`src/rtl/hazard_pkg.sv`:
```
`default_nettype none
// ============================================================================
//  Module      : hazard_pkg
//  Description : Shared types and constants for the hazard / stall logic and
//                the forwarding unit that sits next to it.
//  Revision    : 1.0 - initial release
// ============================================================================
package hazard_pkg;

    // Register index width used by the pipeline (8 GPRs, no hardwired zero).
    localparam int REG_ADDR_W_DEFAULT = 3;

    // Forwarding mux selects, shared with the forwarding unit.
    localparam logic [1:0] SEL_REG = 2'd0;
    localparam logic [1:0] SEL_ALU = 2'd1;
    localparam logic [1:0] SEL_MEM = 2'd2;

    // Stall controller states, explicitly encoded.
    typedef enum logic [1:0] {
        RUN      = 2'd0,
        LU_STALL = 2'd1,
        MEM_WAIT = 2'd2
    } hz_state_t;

    // Pipeline-register control bundle driven by the stall controller.
    typedef struct packed {
        logic pc_we;
        logic ifid_we;
        logic ifid_flush;
        logic idex_bubble;
        logic exmem_hold;
    } hz_ctrl_t;

    // Field order: pc_we, ifid_we, ifid_flush, idex_bubble, exmem_hold
    localparam hz_ctrl_t CTRL_RUN    = 5'b11000;
    localparam hz_ctrl_t CTRL_RESET  = 5'b00110;
    localparam hz_ctrl_t CTRL_FREEZE = 5'b00001;
    localparam hz_ctrl_t CTRL_FLUSH  = 5'b11110;
    localparam hz_ctrl_t CTRL_BUBBLE = 5'b00010;

endpackage
`default_nettype wire

```
`src/rtl/hazard_stall_counter.sv`:
```
`default_nettype none
// ============================================================================
//  Module      : hazard_stall_counter
//  Description : Saturating up-counter with synchronous reset and an
//                increment enable; sticks at all-ones instead of wrapping.
//  Revision    : 1.0 - initial release
// ============================================================================
module hazard_stall_counter #(
    parameter int CNT_W = 16
) (
    input  logic             clk,
    input  logic             rst,
    input  logic             i_inc,
    output logic [CNT_W-1:0] o_count
);

    logic [CNT_W-1:0] r_count;
    logic [CNT_W-1:0] w_count_d;

    // Next count: step only when enabled and not already saturated.
    always_comb begin
        w_count_d = r_count;
        if (i_inc && (r_count != {CNT_W{1'b1}})) begin
            w_count_d = r_count + CNT_W'(1);
        end
    end

    // Count register with synchronous clear.
    always_ff @(posedge clk) begin
        if (rst) begin
            r_count <= '0;
        end else begin
            r_count <= w_count_d;
        end
    end

    assign o_count = r_count;

endmodule
`default_nettype wire

```
`src/rtl/hazard_stall_unit.sv`:
```
`default_nettype none
// ============================================================================
//  Module      : hazard_stall_unit
//  Description : Hazard detection and stall controller. Handles load-use
//                bubbles, data-memory busy freezes and taken-branch flushes,
//                drives the pipeline-register enables and counts stall cycles.
//  Revision    : 1.0 - initial release
// ============================================================================
module hazard_stall_unit
    import hazard_pkg::*;
#(
    parameter int REG_ADDR_W = REG_ADDR_W_DEFAULT,
    parameter int LOAD_LAT   = 1,
    parameter int CNT_W      = 16
) (
    input  logic                  clk,
    input  logic                  rst,
    input  logic                  id_op1_valid,
    input  logic [REG_ADDR_W-1:0] id_op1,
    input  logic                  id_op2_valid,
    input  logic [REG_ADDR_W-1:0] id_op2,
    input  logic                  ex_mem_read,
    input  logic                  ex_wb,
    input  logic [REG_ADDR_W-1:0] ex_dst,
    input  logic                  mem_busy,
    input  logic                  branch_taken,
    output logic                  pc_write_en,
    output logic                  ifid_write_en,
    output logic                  ifid_flush,
    output logic                  idex_bubble,
    output logic                  exmem_hold,
    output logic                  stall_active,
    output logic [CNT_W-1:0]      stall_count
);

    // Remaining-bubble counter is sized for LOAD_LAT up to 7.
    localparam int                 c_BUB_W    = 3;
    localparam logic [c_BUB_W-1:0] c_BUB_INIT = c_BUB_W'(LOAD_LAT - 1);

    hz_state_t          r_state;
    hz_state_t          w_state_d;
    hz_state_t          r_ret;
    hz_state_t          w_ret_d;
    logic [c_BUB_W-1:0] r_bub_cnt;
    logic [c_BUB_W-1:0] w_bub_cnt_d;

    hz_state_t w_eval;
    logic      w_load_use;
    hz_ctrl_t  w_ctrl;
    logic      w_cnt_inc;

    // A load in EX whose destination is read by the ID instruction.
    assign w_load_use = ex_mem_read & ex_wb &
                        ((id_op1_valid & (id_op1 == ex_dst)) |
                         (id_op2_valid & (id_op2 == ex_dst)));

    // Once memory is ready again, MEM_WAIT behaves as the state it interrupted.
    assign w_eval = (r_state == MEM_WAIT) ? r_ret : r_state;

    // State register: reset abandons any stall in progress.
    always_ff @(posedge clk) begin
        if (rst) begin
            r_state   <= RUN;
            r_ret     <= RUN;
            r_bub_cnt <= '0;
        end else begin
            r_state   <= w_state_d;
            r_ret     <= w_ret_d;
            r_bub_cnt <= w_bub_cnt_d;
        end
    end

    // Next-state logic: mem_busy beats branch_taken beats load-use.
    always_comb begin
        w_state_d   = r_state;
        w_ret_d     = r_ret;
        w_bub_cnt_d = r_bub_cnt;
        if (mem_busy) begin
            // Park, remembering where to resume; bubble count is frozen.
            w_state_d = MEM_WAIT;
            w_ret_d   = w_eval;
        end else begin
            w_ret_d = RUN;
            case (w_eval)
                LU_STALL: begin
                    if (branch_taken) begin
                        w_state_d   = RUN;
                        w_bub_cnt_d = '0;
                    end else begin
                        w_bub_cnt_d = r_bub_cnt - c_BUB_W'(1);
                        w_state_d   = (r_bub_cnt <= c_BUB_W'(1)) ? RUN : LU_STALL;
                    end
                end
                default: begin
                    w_state_d = RUN;
                    if (!branch_taken && w_load_use && (LOAD_LAT > 1)) begin
                        w_state_d   = LU_STALL;
                        w_bub_cnt_d = c_BUB_INIT;
                    end
                end
            endcase
        end
    end

    // Mealy output decode from the effective state and this cycle's inputs.
    always_comb begin
        w_ctrl = CTRL_RUN;
        if (rst) begin
            w_ctrl = CTRL_RESET;
        end else if (mem_busy) begin
            w_ctrl = CTRL_FREEZE;
        end else if (branch_taken) begin
            w_ctrl = CTRL_FLUSH;
        end else if ((w_eval == LU_STALL) || w_load_use) begin
            w_ctrl = CTRL_BUBBLE;
        end
    end

    assign pc_write_en   = w_ctrl.pc_we;
    assign ifid_write_en = w_ctrl.ifid_we;
    assign ifid_flush    = w_ctrl.ifid_flush;
    assign idex_bubble   = w_ctrl.idex_bubble;
    assign exmem_hold    = w_ctrl.exmem_hold;
    assign stall_active  = ~w_ctrl.pc_we;

    // Reset cycles show as stalled but are not counted.
    assign w_cnt_inc = stall_active & ~rst;

    hazard_stall_counter #(
        .CNT_W (CNT_W)
    ) u_stall_counter (
        .clk     (clk),
        .rst     (rst),
        .i_inc   (w_cnt_inc),
        .o_count (stall_count)
    );

endmodule
`default_nettype wire

```
`config.mk`:
```
export PLATFORM = sky130hd
export DESIGN_NAME = hazard_stall_unit
export DESIGN_NICKNAME = d
export VERILOG_FILES = /design/src/rtl/hazard_pkg.sv /design/src/rtl/hazard_stall_counter.sv /design/src/rtl/hazard_stall_unit.sv
export SDC_FILE = /design/constraint.sdc
export NUM_CORES = 1
export LEC_CHECK = 0
export CAP_MARGIN = 20
export CORE_ASPECT_RATIO = 0.5
export CORE_UTILIZATION = 30
export CTS_CLUSTER_DIAMETER = 200
export CTS_CLUSTER_SIZE = 12
export DETAILED_ROUTE_END_ITERATION = 8
export PLACE_DENSITY = 0.6
export SLEW_MARGIN = 30
export SYNTH_ARGS = -nofsm -noshare
export SYNTH_HDL_FRONTEND = slang
export SYNTH_SLANG_ARGS = --single-unit
```
`constraint.sdc`:
```
create_clock -name clk -period 4.8 [get_ports clk]
set_clock_uncertainty 0.15 [all_clocks]
set_input_delay 0.96 -clock clk [delete_from_list [all_inputs] [get_ports clk]]
set_output_delay 0.96 -clock clk [all_outputs]
set_load 0.03 [all_outputs]
```
# Word-level counts from Yosys, hierarchy flattened
# Index checks and enable logic that the tools add are counted.
[totals]
reg_bits = 23
inputBits = 17
output_inout_bits = 22
wordCells = 38
[op_classes]
n_addsub = 2
order_cmp = 1
n_eq_ne = 5
n_mux = 10
bitwise_logic = 10
reduce_logical = 5
[ops]
columns = ["cell", "n"]
rows = [
  ["5-bit 2-to-1 mux", 4],
  ["16-bit by 1-bit adder with 16-bit output, second input constant", 1],
  ["16-bit != test, second input constant", 1],
  ["3-bit equality test", 2],
  ["2-bit 2-to-1 mux", 3],
  ["1-bit AND", 5],
  ["1-bit inverter", 4],
  ["4-bit OR reduction", 1],
  ["3-bit by 1-bit less-or-equal comparator with 1-bit output, second input constant", 1],
  ["3-bit 2-to-1 mux", 1],
  ["3-bit by 1-bit subtractor with 3-bit output, second input constant", 1],
  ["2-bit by 1-bit equality test with 1-bit output, second input constant", 1],
  ["2-bit equality test, second input constant", 1],
  ["1-bit 2-to-1 mux", 2],
  ["2-bit AND reduction", 1],
  ["2-bit OR reduction", 1],
  ["1-bit logical AND", 1],
  ["1-bit logical OR", 1],
  ["1-bit OR", 1],
]

# Logic depth before layout (Yosys ltp)
# Gate-level depths: netlist of the first run.
[logic_depth]
ltp_word = 12
ltp_mapped = 7
ltp_nobuf = 6

# Cells and area by module
# From an unflattened synthesis of the first run, not the netlist that was laid out.
[unflattened]
cells_unflattened = 154
area_unflattened_um2 = 1320.0
[modules_own_cells]
columns = ["mod", "n_inst", "cells_each", "area_per_inst_um2"]
rows = [
  ["hazard_stall_counter", 1, 99, 848.3],
  ["hazard_stall_unit", 1, 55, 471.7],
]

# Worst setup path before layout of the first run
# Ideal clock, no wire load.
[synth_timing]
kind = "input-to-output"
start = "in ex_dst[1]"
end = "out pc_write_en"
arrival_time_ps = 2355
t_required_ps = 3690
path_slack_ps = 1335
path_stages = 6
n_path_buf = 1
cell_sequence = "xnor2_1 nand4_1 a21oi_4 or3_2 inv_1 buf_4"
[synth_via]
elab_chain_len = 9
word_cells_on_any_way = 11
classes_between = "2 x eq/ne; 4 x mux; 4 x bitwise; 1 x reduce/logical"
[synth_lines]
columns = ["element", "line", "text"]
rows = [
  ["from (decl)", "hazard_stall_unit.sv:24", "input logic [REG_ADDR_W-1:0] ex_dst,"],
  ["3-bit equality test, on equally long branches", "hazard_stall_unit.sv:54, hazard_stall_unit.sv:55", ""],
  ["1-bit AND, on equally long branches", "hazard_stall_unit.sv:54, hazard_stall_unit.sv:55", ""],
  ["1-bit OR (*)", "hazard_stall_unit.sv:54", "((id_op1_valid & (id_op1 == ex_dst)) |"],
  ["1-bit AND (*)", "hazard_stall_unit.sv:53", "assign w_load_use = ex_mem_read & ex_wb &"],
  ["1-bit logical OR (*)", "hazard_stall_unit.sv:114", "end else if ((w_eval == LU_STALL) || w_load_use) begin"],
  ["5-bit 2-to-1 mux (*)", "hazard_stall_unit.sv:114", ""],
  ["5-bit 2-to-1 mux (*)", "hazard_stall_unit.sv:112", "end else if (branch_taken) begin"],
  ["5-bit 2-to-1 mux (*)", "hazard_stall_unit.sv:110", "end else if (mem_busy) begin"],
  ["5-bit 2-to-1 mux (*)", "hazard_stall_unit.sv:108", "if (rst) begin"],
  ["to (decl)", "hazard_stall_unit.sv:27", "output logic pc_write_en,"],
]
# Every way passes the cells marked *; elsewhere a longest branch is shown, timed or not.

# Final worst setup path of the first run
[layout_timing]
start = "in branch_taken"
end = "out ifid_write_en"
[layout_via]
elab_chain_len = 3
[layout_lines]
columns = ["element", "line", "text"]
rows = [
  ["from (decl)", "hazard_stall_unit.sv:26", "input logic branch_taken,"],
  ["5-bit 2-to-1 mux", "hazard_stall_unit.sv:112", ""],
  ["5-bit 2-to-1 mux", "hazard_stall_unit.sv:110", ""],
  ["5-bit 2-to-1 mux", "hazard_stall_unit.sv:108", ""],
  ["to (decl)", "hazard_stall_unit.sv:28", "output logic ifid_write_en,"],
]
# No other way between the ends.

==> results of run 1 <==
## stage by stage
stage          power, uW  setup WS [ps]  instance area, um2  hold WS (ps)
3_3_place_gp       260.3          636.1                1667         307.2
3_5_place_dp       260.8          594.0                1667         322.9
2_1_floorplan      232.5           1335                1245         299.2
6_report           375.5          608.2                1713         331.8
5_1_grt            392.3          522.3                1713         354.0
4_1_cts            381.2          591.5                1713         335.1
## worst min-delay path: stages, from the launching register on
cell and delay, ps:
dfxtp_1 330, nand2_1 60, a21oi_1 50
## final cells by class
class	count	share of cell area [%]
Inverter	6	1.315
Timing Repair Buffer	39	22.64
Sequential cell	23	26.88
Clock buffer	3	2.411
Multi-Input combinational cell	112	42.51
Tap cell	54	3.944
Clock inverter	1	0.2922
## routing by layer
layer  track usage, %  part of all wire [%]
met1            14.54                    48
met2            22.21                    45
met3            4.127                   6.9
met4            1.846                  0.68
met5                0                     0
## Yosys cell counts (all sizes together), types with 2 or more instances
cell,instances
dfxtp,23
a21oi,18
o21ai,14
nor2,11
nand2,10
or3,10
inv,6
xnor2,6
and3,4
clkbuf,4
nand3,4
ha,3
nand4,3
nor2b,3
a311oi,2
a31oi,2
and4,2
buf,2
nand3b,2
nor3,2
or2,2
xor2,2
## worst max-delay path by stage
| stage | startpoint | to | cells past startpoint |
|---|---|---|---|
| 6_report | branch_taken | ifid_write_en | 6 |
| 5_1_grt | branch_taken | ifid_write_en | 6 |
| 4_1_cts | branch_taken | pc_write_en | 6 |
| 3_5_place_dp | branch_taken | pc_write_en | 6 |
| 3_3_place_gp | branch_taken | ifid_write_en | 6 |
| 2_1_floorplan | ex_dst[1] | pc_write_en | 6 |
## power groups by stage
| stage | clock network (uW) | registers (uW) | logic, uW |
|---|---|---|---|
| after floorplan | 0 | 204 | 28.1 |
| after global placement | 0 | 201 | 59.1 |
| after detailed placement | 0 | 201 | 59.7 |
| after CTS | 125 | 197 | 59.9 |
| after global routing | 132 | 197 | 62.8 |
| final | 120 | 197 | 59.1 |
## sequential cells by signal (all words and copies together) (netlist names)
name                     count
r_ret                        2
r_state                      2
r_bub_cnt                    3
u_stall_counter.o_count     16
## cell families after synthesis
logic type / share of synthesized area (%)
AND/OR/NAND/NOR: 28.14
AO/OA/AOI/OAI: 20.91
flip-flops: 36.98
buffers and inverters: 4.522
XOR/XNOR: 5.628
adder cells (fa/ha/maj): 3.015
multiplexers: 0.8041
==> results.md, run 1 <==
- Status: finished clean
- Slew Viols, Final: 0
- Root Driver: clkbuf_8
- Mapped Cells: 147
- Antenna fix cells: 0
- Gpl congestion: 0.7190
- Async set or reset register ratio after synthesis: 0%
- Mapped cell area: 1245 um2
- Hold_buf cts: 0
- Clock Path Buffers: 2
- Largest net degree at the start of global routing: 26
- Multi-input logic area: 728.2 um2
- Final setup violation count: 0
- Most common cell after layout, fill and taps aside: clkdlybuf4s50_1
- Pwr/cell area: 219.2 nW/um2
- RR Startpoint: u_stall_counter.o_count[2]
- Clk slew on worst S/H paths: 80 ps
- Total internal power: 280.0 uW
- Total number of vias: 1,178
- Buf+Inv Stages, Crit Path: 3
- Vias in the first global route: 915
- Min-Delay Endpoint: r_bub_cnt[0]
- Clock share of power: 31.9%
- Wire per inst: 11.73 um
- First-pass DRT Iterations: 4
- Slowest cell on crit path: clkdlybuf4s50_1
- Die height: 47.55 um
- Layout Nets: 205
- CP cell instances: clkdlybuf4s50_1 -> nand3b_1 -> a21oi_4 -> or3_2 -> inv_1 -> clkdlybuf4s50_1
- Most frequent cells in the layout: clkdlybuf4s50_1, dfxtp_1, a21oi_1
- Req. time, crit path: 3690 ps
- Drt via density: 4.950
- Total GRT Usage: 12.07%
- Dominant synthesized flop cell: dfxtp_1
- Die W: 93.10 um
- Worst R2R Setup Slack: 2820 ps
- DR iter-0 viols: 63
- GRT overflow: 0
- Worst Min Path Start: r_bub_cnt[0]
- CP top delay family: buffers and inverters
- Synth warnings: 0
- Post-CTS setup buffers: 0
- Detailed placement HPWL: 2098 um
- Final wirelength: 2792 um
- Sequential share of power: 52.4%
- Register bit total from synthesis: 23
- Worst vdd rail ir drop: 0.09909 mV
- CP max stage delay: 660 ps
- Leak: 0.0005756 uW
- Hold path depth: 2
- PostCTS Resize Cnt: 0
- Antenna-violating nets left: 0
- Fill cells: 395
- TritonCTS clock tree: done
- Core Region: 3944 um2
- Syn avg cell area: 8.469 um2
- Seq/Total Area, Yosys: 36.98%
- Fmax: 0.2386 GHz
- Setup Crit Path Kind: input port to output pin
- Starting Density: 31.57%
- Num CTS Buffers: 3
- # DRC: 0
- Worst-Margin Slew: 358.7 ps
- Synth-to-layout area growth: 37.59%
- Number of synthesized flops with an enable pin: 0
- Final worst path period share: 87.33%
- Most frequent CP cell: clkdlybuf4s50_1
- Worst Setup End Kind: output pin
- Hold crit path type: flop to flop
- Layout cells sized above 1: 8.696%
- Worst-skew pair later-pin latency: 260 ps
- FP Rows: 16
- Sequential cell area: 460.4 um2
- First-pass GRT wire length: 4084 um
- Post-Place Cells: 234
- Logic pwr share: 15.7%
- Final core utilization: 43.43%
- Synth unique cells: 40
- Reg2reg path depth: 6
- CP Max Fanout: 8
- CTS Sinks: 23
- Setup TNS: 0 ps
- Arr. time, crit path: 3080 ps
- Tmin final: 4192 ps
- Worst setup SP type: input port
- Layout Cells excl Fill: 238
- Ranking of synthesized cells by area: dfxtp_1, a21oi_1, o21ai_0
- Area leader, netlist: dfxtp_1
- Share of Yosys cell area claimed by the top area cell type: 36.98%
- Initial antenna violation count: 0
- Syn_nets: 167
- Reg-to-reg endpoint: u_stall_counter.o_count[13]
- Slew headroom: 76.05%
- I/O pin count: 39
- Switch Pwr: 95.56 uW
- Switching share of power: 25.45%
- Max_cap viols: 0
- # port buffers: 38
- Hold Vio Cnt, Final: 0
- Unrepaired setup endpoints after global routing: no
- Die area: 4427 um2
- H-tree depth: 1
(Power assumes the default switching activity.)
==> inputs of run 2 (changes only) <==
--- a/config.mk
+++ b/config.mk
@@ -7,11 +7,13 @@
 export LEC_CHECK = 0
 export CAP_MARGIN = 20
 export CORE_ASPECT_RATIO = 0.5
+export CORE_MARGIN = 4
 export CORE_UTILIZATION = 30
 export CTS_CLUSTER_DIAMETER = 200
 export CTS_CLUSTER_SIZE = 12
 export DETAILED_ROUTE_END_ITERATION = 8
 export PLACE_DENSITY = 0.6
+export REMOVE_ABC_BUFFERS = 1
 export SLEW_MARGIN = 30
 export SYNTH_ARGS = -nofsm -noshare
 export SYNTH_HDL_FRONTEND = slang
==> results.md, run 2 (synthesized netlist as in run 1, its figures left out) <==
- Vias in the first global route: 1,009 (was 915)
- # DRC: 0 (unchanged)
- Drt via density: 4.836 (was 4.950)
- Num CTS Buffers: 3 (unchanged)
- RR Startpoint: u_stall_counter.o_count[2] (unchanged)
- FP Rows: 16 (unchanged)
- First-pass DRT Iterations: 4 (unchanged)
- DR iter-0 viols: 39 (was 63)
- CP Max Fanout: 4 (was 8)
- Req. time, crit path: 3690 ps (about the same)
- CP max stage delay: 670 ps (was 660 ps)
- Slowest cell on crit path: clkdlybuf4s50_1 (unchanged)
- Die W: 99.10 um (was 93.10 um)
- # port buffers: 38 (unchanged)
- Most frequent cells in the layout: clkdlybuf4s50_1, dfxtp_1, a21oi_1 (unchanged)
- Antenna fix cells: 0 (unchanged)
- Setup TNS: 0 ps (unchanged)
- Post-CTS setup buffers: 0 (unchanged)
- Layout Nets: 205 (unchanged)
- PostCTS Resize Cnt: 0 (unchanged)
- Crit path capture: ifid_write_en (unchanged)
- Multi-input logic area: 728.2 um2 (unchanged)
- Worst Setup End Kind: output pin (unchanged)
- Max_cap viols: 0 (unchanged)
- Tmin final: 4188 ps (was 4192 ps)
- Worst setup SP type: input port (unchanged)
- Slew headroom: 75.92% (was 76.05%)
- Final setup violation count: 0 (unchanged)
- I/O pin count: 39 (unchanged)
- Worst Min Path Start: r_bub_cnt[0] (unchanged)
- Leak: 0.0005729 uW (was 0.0005756 uW)
- Reg2reg path depth: 6 (unchanged)
- Final wirelength: 2810 um (was 2792 um)
- Setup Crit Path Kind: input port to output pin (unchanged)
- Crit path depth: 7 (was 6)
- Worst R2R Setup Slack: 2820 ps (about the same)
- Most common cell after layout, fill and taps aside: clkdlybuf4s50_1 (unchanged)
- Clk slew on worst S/H paths: 80 ps (about the same)
- Synth-to-layout area growth: 37.49% (was 37.59%)
- GRT overflow: 0 (unchanged)
- Wire per inst: 11.81 um (was 11.73 um)
- Power Total: 373.4 uW (was 375.5 uW)
- Antenna-violating nets left: 0 (unchanged)
- Status: finished clean (unchanged)
- Pwr/cell area: 218.2 nW/um2 (was 219.2 nW/um2)
- First-pass GRT wire length: 4450 um (was 4084 um)
- Core Region: 3944 um2 (unchanged)
- Fill cells: 386 (was 395)
- Worst vdd rail ir drop: 0.07043 mV (was 0.09909 mV)
- Die area: 5307 um2 (was 4427 um2)
- Detailed placement HPWL: 2121 um (was 2098 um)
- CP top delay family: buffers and inverters (unchanged)
- Largest net degree at the start of global routing: 21 (was 26)
- Most frequent CP cell: clkdlybuf4s50_1 (unchanged)
- Total GRT Usage: 10.46% (was 12.07%)
- H-tree depth: 1 (unchanged)
- Slew Viols, Final: 0 (unchanged)
- Hold Vio Cnt, Final: 0 (unchanged)
- Reg-to-reg endpoint: u_stall_counter.o_count[13] (unchanged)
- Max reg flops: 16 (unchanged)
- Total number of vias: 1,151 (was 1,178)
- TritonCTS clock tree: done (unchanged)
- Buf+Inv Stages, Crit Path: 3 (unchanged)
- Final worst path period share: 87.24% (was 87.33%)
- Hold crit path type: flop to flop (unchanged)
- Initial antenna violation count: 0 (unchanged)
- Layout cells sized above 1: 8.152% (was 8.696%)
- Clock Path Buffers: 2 (unchanged)
- Unrepaired setup endpoints after global routing: no (unchanged)
- Root Driver: clkbuf_8 (unchanged)
- Die height: 53.55 um (was 47.55 um)
- Fmax: 0.2388 GHz (was 0.2386 GHz)
- CP cell instances: clkdlybuf4s50_1 -> xnor2_1 -> nand4_1 -> a21oi_4 -> or3_2 -> inv_1 -> clkdlybuf4s50_1 (was clkdlybuf4s50_1 -> nand3b_1 -> a21oi_4 -> or3_2 -> inv_1 -> clkdlybuf4s50_1)
- Worst-Margin Slew: 360.7 ps (was 358.7 ps)
- Critical Path Source: ex_dst[2] (was branch_taken)
- Hold_buf cts: 0 (unchanged)
- Gpl congestion: 0.7526 (was 0.7190)
- Arr. time, crit path: 3080 ps (about the same)
- Starting Density: 31.57% (unchanged)
- Worst-skew pair later-pin latency: 260 ps (about the same)
- CTS Sinks: 23 (unchanged)
- Sequential cell area: 460.4 um2 (unchanged)
run 2: cell type report:
cell class | count | share of cell area, %
timing repair buffer | 39 | 22.66
inverter | 6 | 1.316
tap | 54 | 3.947
multi-input combinational | 112 | 42.54
clock buffer | 4 | 2.632
sequential | 23 | 26.90
run 2: through the flow:
step | utilization (%) | std cells | hold slack (ps) | setup slack [ps] | cell area (um2)
after floorplan | - | 141 | 293.1 | 1397 | 1211
after global placement | 42.26 | 234 | 310.8 | 631.4 | 1667
after detailed placement | 42.26 | 234 | 325.7 | 597.4 | 1667
after CTS | 43.40 | 238 | 337.0 | 594.3 | 1712
after global routing | 43.40 | 238 | 362.1 | 484.4 | 1712
final | 43.40 | 238 | 330.8 | 612.4 | 1712
run 2: tightest hold or removal path: stages (launching register included):
cell     delay (ps)
dfxtp_1         330
nand2_1          60
a21oi_1          50
run 2: where the power goes:
group          switching, uW  internal, uW  total [uW]
registers               3.98           193         197
clock network           58.0          59.1         117
logic                   30.2          29.0        59.2
total                   92.2           281         373
run 2: how the worst min path moves through the flow:
stage | depth (start not counted) | endpoint | slack [ps]
detailed placement | 2 | r_bub_cnt[0] | 330
finish | 2 | r_bub_cnt[0] | 330
floorplan | 2 | r_bub_cnt[0] | 290
global placement | 2 | r_bub_cnt[0] | 310
global route | 2 | r_bub_cnt[0] | 360
CTS | 2 | r_bub_cnt[0] | 340
run 2: layer usage:
layer  GRT usage (%)  wire length [um]  vias to the layer above
met4           2.721                25                        0
met5               0                 0                        -
li1                -                 -                      602
met3           4.010               178                        2
met1           11.95              1298                      526
met2           18.89              1307                       21
==> inputs of run 3 (changes only) <==
--- a/config.mk
+++ b/config.mk
@@ -7,14 +7,14 @@
 export LEC_CHECK = 0
 export CAP_MARGIN = 20
 export CORE_ASPECT_RATIO = 0.5
-export CORE_MARGIN = 4
+export CORE_MARGIN = 1.5
 export CORE_UTILIZATION = 30
 export CTS_CLUSTER_DIAMETER = 200
 export CTS_CLUSTER_SIZE = 12
 export DETAILED_ROUTE_END_ITERATION = 8
 export PLACE_DENSITY = 0.6
 export REMOVE_ABC_BUFFERS = 1
-export SLEW_MARGIN = 30
+export SLEW_MARGIN = 15
 export SYNTH_ARGS = -nofsm -noshare
 export SYNTH_HDL_FRONTEND = slang
 export SYNTH_SLANG_ARGS = --single-unit
==> results.md, run 3 (synthesized netlist as in run 1, its figures left out) <==
- I/O pin count: 39 (unchanged)
- CTS Sinks: 23 (unchanged)
- # DRC: 0 (unchanged)
- Final setup violation count: 0 (unchanged)
- Worst Min Path Start: r_bub_cnt[0] (unchanged)
- Clock Path Buffers: 2 (unchanged)
- Vias in the first global route: 1,084 (was 1,009)
- CP Max Fanout: 8 (was 4)
- Root Driver: clkbuf_8 (unchanged)
- Setup TNS: 0 ps (unchanged)
- Post-CTS setup buffers: 0 (unchanged)
- H-tree depth: 1 (unchanged)
- Total internal power: 281.3 uW (was 281.2 uW)
- Power Total: 374.2 uW (was 373.4 uW)
- Wire per inst: 11.76 um (was 11.81 um)
- Clock share of power: 31.6% (was 31.4%)
- RR Startpoint: u_stall_counter.o_count[0] (was u_stall_counter.o_count[2])
- Starting Density: 31.57% (unchanged)
- Pwr/cell area: 218.6 nW/um2 (was 218.2 nW/um2)
- Slew Viols, Final: 0 (unchanged)
- Core Region: 3944 um2 (unchanged)
- Die height: 48.55 um (was 53.55 um)
- TritonCTS clock tree: done (unchanged)
- DR iter-0 viols: 52 (was 39)
- First-pass DRT Iterations: 4 (unchanged)
- Sequential share of power: 52.6% (was 52.8%)
- Worst-skew pair later-pin latency: 260 ps (about the same)
- Unrepaired setup endpoints after global routing: no (unchanged)
- Max_cap viols: 0 (unchanged)
- Total number of vias: 1,166 (was 1,151)
- Antenna-violating nets left: 0 (unchanged)
- Num CTS Buffers: 3 (unchanged)
- Switching share of power: 24.83% (was 24.70%)
- Most common cell after layout, fill and taps aside: clkdlybuf4s50_1 (unchanged)
- FP Rows: 16 (unchanged)
- Worst-Margin Slew: 361.2 ps (was 360.7 ps)
- Slew headroom: 75.88% (was 75.92%)
- Max reg flops: 16 (unchanged)
- Die area: 4569 um2 (was 5307 um2)
- Status: finished clean (unchanged)
- Gpl congestion: 0.7626 (was 0.7526)
- Tmin final: 4172 ps (was 4188 ps)
- Hold crit path type: flop to flop (unchanged)
- Worst Setup End Kind: output pin (unchanged)
- Final core utilization: 43.40% (unchanged)
- Total GRT Usage: 12.21% (was 10.46%)
- Layout cells sized above 1: 8.152% (unchanged)
- Layout Nets: 205 (unchanged)
- Antenna fix cells: 0 (unchanged)
- Final worst path period share: 86.92% (was 87.24%)
- Most frequent cells in the layout: clkdlybuf4s50_1, dfxtp_1, a21oi_1 (unchanged)
- Drt via density: 4.899 (was 4.836)
- Req. time, crit path: 3690 ps (about the same)
- Clk slew on worst S/H paths: 80 ps (about the same)
- Critical Path Source: branch_taken (was ex_dst[2])
- Initial antenna violation count: 0 (unchanged)
- Detailed placement HPWL: 2054 um (was 2121 um)
- Die W: 94.10 um (was 99.10 um)
- PostCTS Resize Cnt: 0 (unchanged)
- # port buffers: 38 (unchanged)
- Worst vdd rail ir drop: 0.08213 mV (was 0.07043 mV)
- Synth-to-layout area growth: 37.49% (unchanged)
- Logic pwr share: 15.8% (was 15.9%)
- Final wirelength: 2800 um (was 2810 um)
- Setup Crit Path Kind: input port to output pin (unchanged)
- Leak: 0.0005729 uW (unchanged)
- Hold_buf cts: 0 (unchanged)
- GRT overflow: 0 (unchanged)
- Switch Pwr: 92.90 uW (was 92.22 uW)
- Largest net degree at the start of global routing: 27 (was 21)
- Fmax: 0.2397 GHz (was 0.2388 GHz)
- First-pass GRT wire length: 4464 um (was 4450 um)
- Hold Vio Cnt, Final: 0 (unchanged)
- Worst setup SP type: input port (unchanged)
- Arr. time, crit path: 3060 ps (was 3080 ps)
## run 3: cell counts in the layout (fill, tap and decap cells not counted)
No cell type changed its count.
## run 3: area by class of cell
class	instances	area, um2
fillers	404	2232
inverters	6	22.52
repair buffers	39	387.9
clock buffers	4	45.04
well taps	54	67.56
multi-input cells	112	728.2
flip-flops and latches	23	460.4
## run 3: power groups by stage
stage               clock network [uW]  registers (uW)  logic (uW)
floorplan                            0             204        23.7
global placement                     0             201        59.0
detailed placement                   0             201        59.5
CTS                                123             197        60.0
global route                       130             197        63.3
finish                             118             197        59.2
## run 3: worst paths after layout
| check | endpoint | slack (ps) | cells after the start |
|---|---|---|---|
| worst min register to register | r_bub_cnt[0] | 330 | 2 |
| worst min-delay path | r_bub_cnt[0] | 330 | 2 |
| worst max register to register | u_stall_counter.o_count[10] | 2830 | 6 |
| worst max-delay path | ifid_write_en | 630 | 6 |
## run 3: layer usage
metal	GRT usage [%]	wire, um
met1	14.82	1345
met5	0	0
met4	2.985	9
met3	4.403	200
met2	20.65	1245
## run 3: critical path, stage by stage
cell and delay [ps]:
clkdlybuf4s50_1 630, nand3b_1 200, a21oi_4 60, or3_2 470, inv_1 80, clkdlybuf4s50_1 660
## run 3: through the flow
step / setup slack [ps] / cells / hold slack [ps] / area [um2]
after floorplan: 1397 / 141 / 293.1 / 1211
after global placement: 633.7 / 234 / 310.6 / 1667
after detailed placement: 611.1 / 234 / 319.5 / 1667
after CTS: 612.2 / 238 / 330.5 / 1712
after global routing: 544.9 / 238 / 354.0 / 1712
final: 627.8 / 238 / 326.1 / 1712
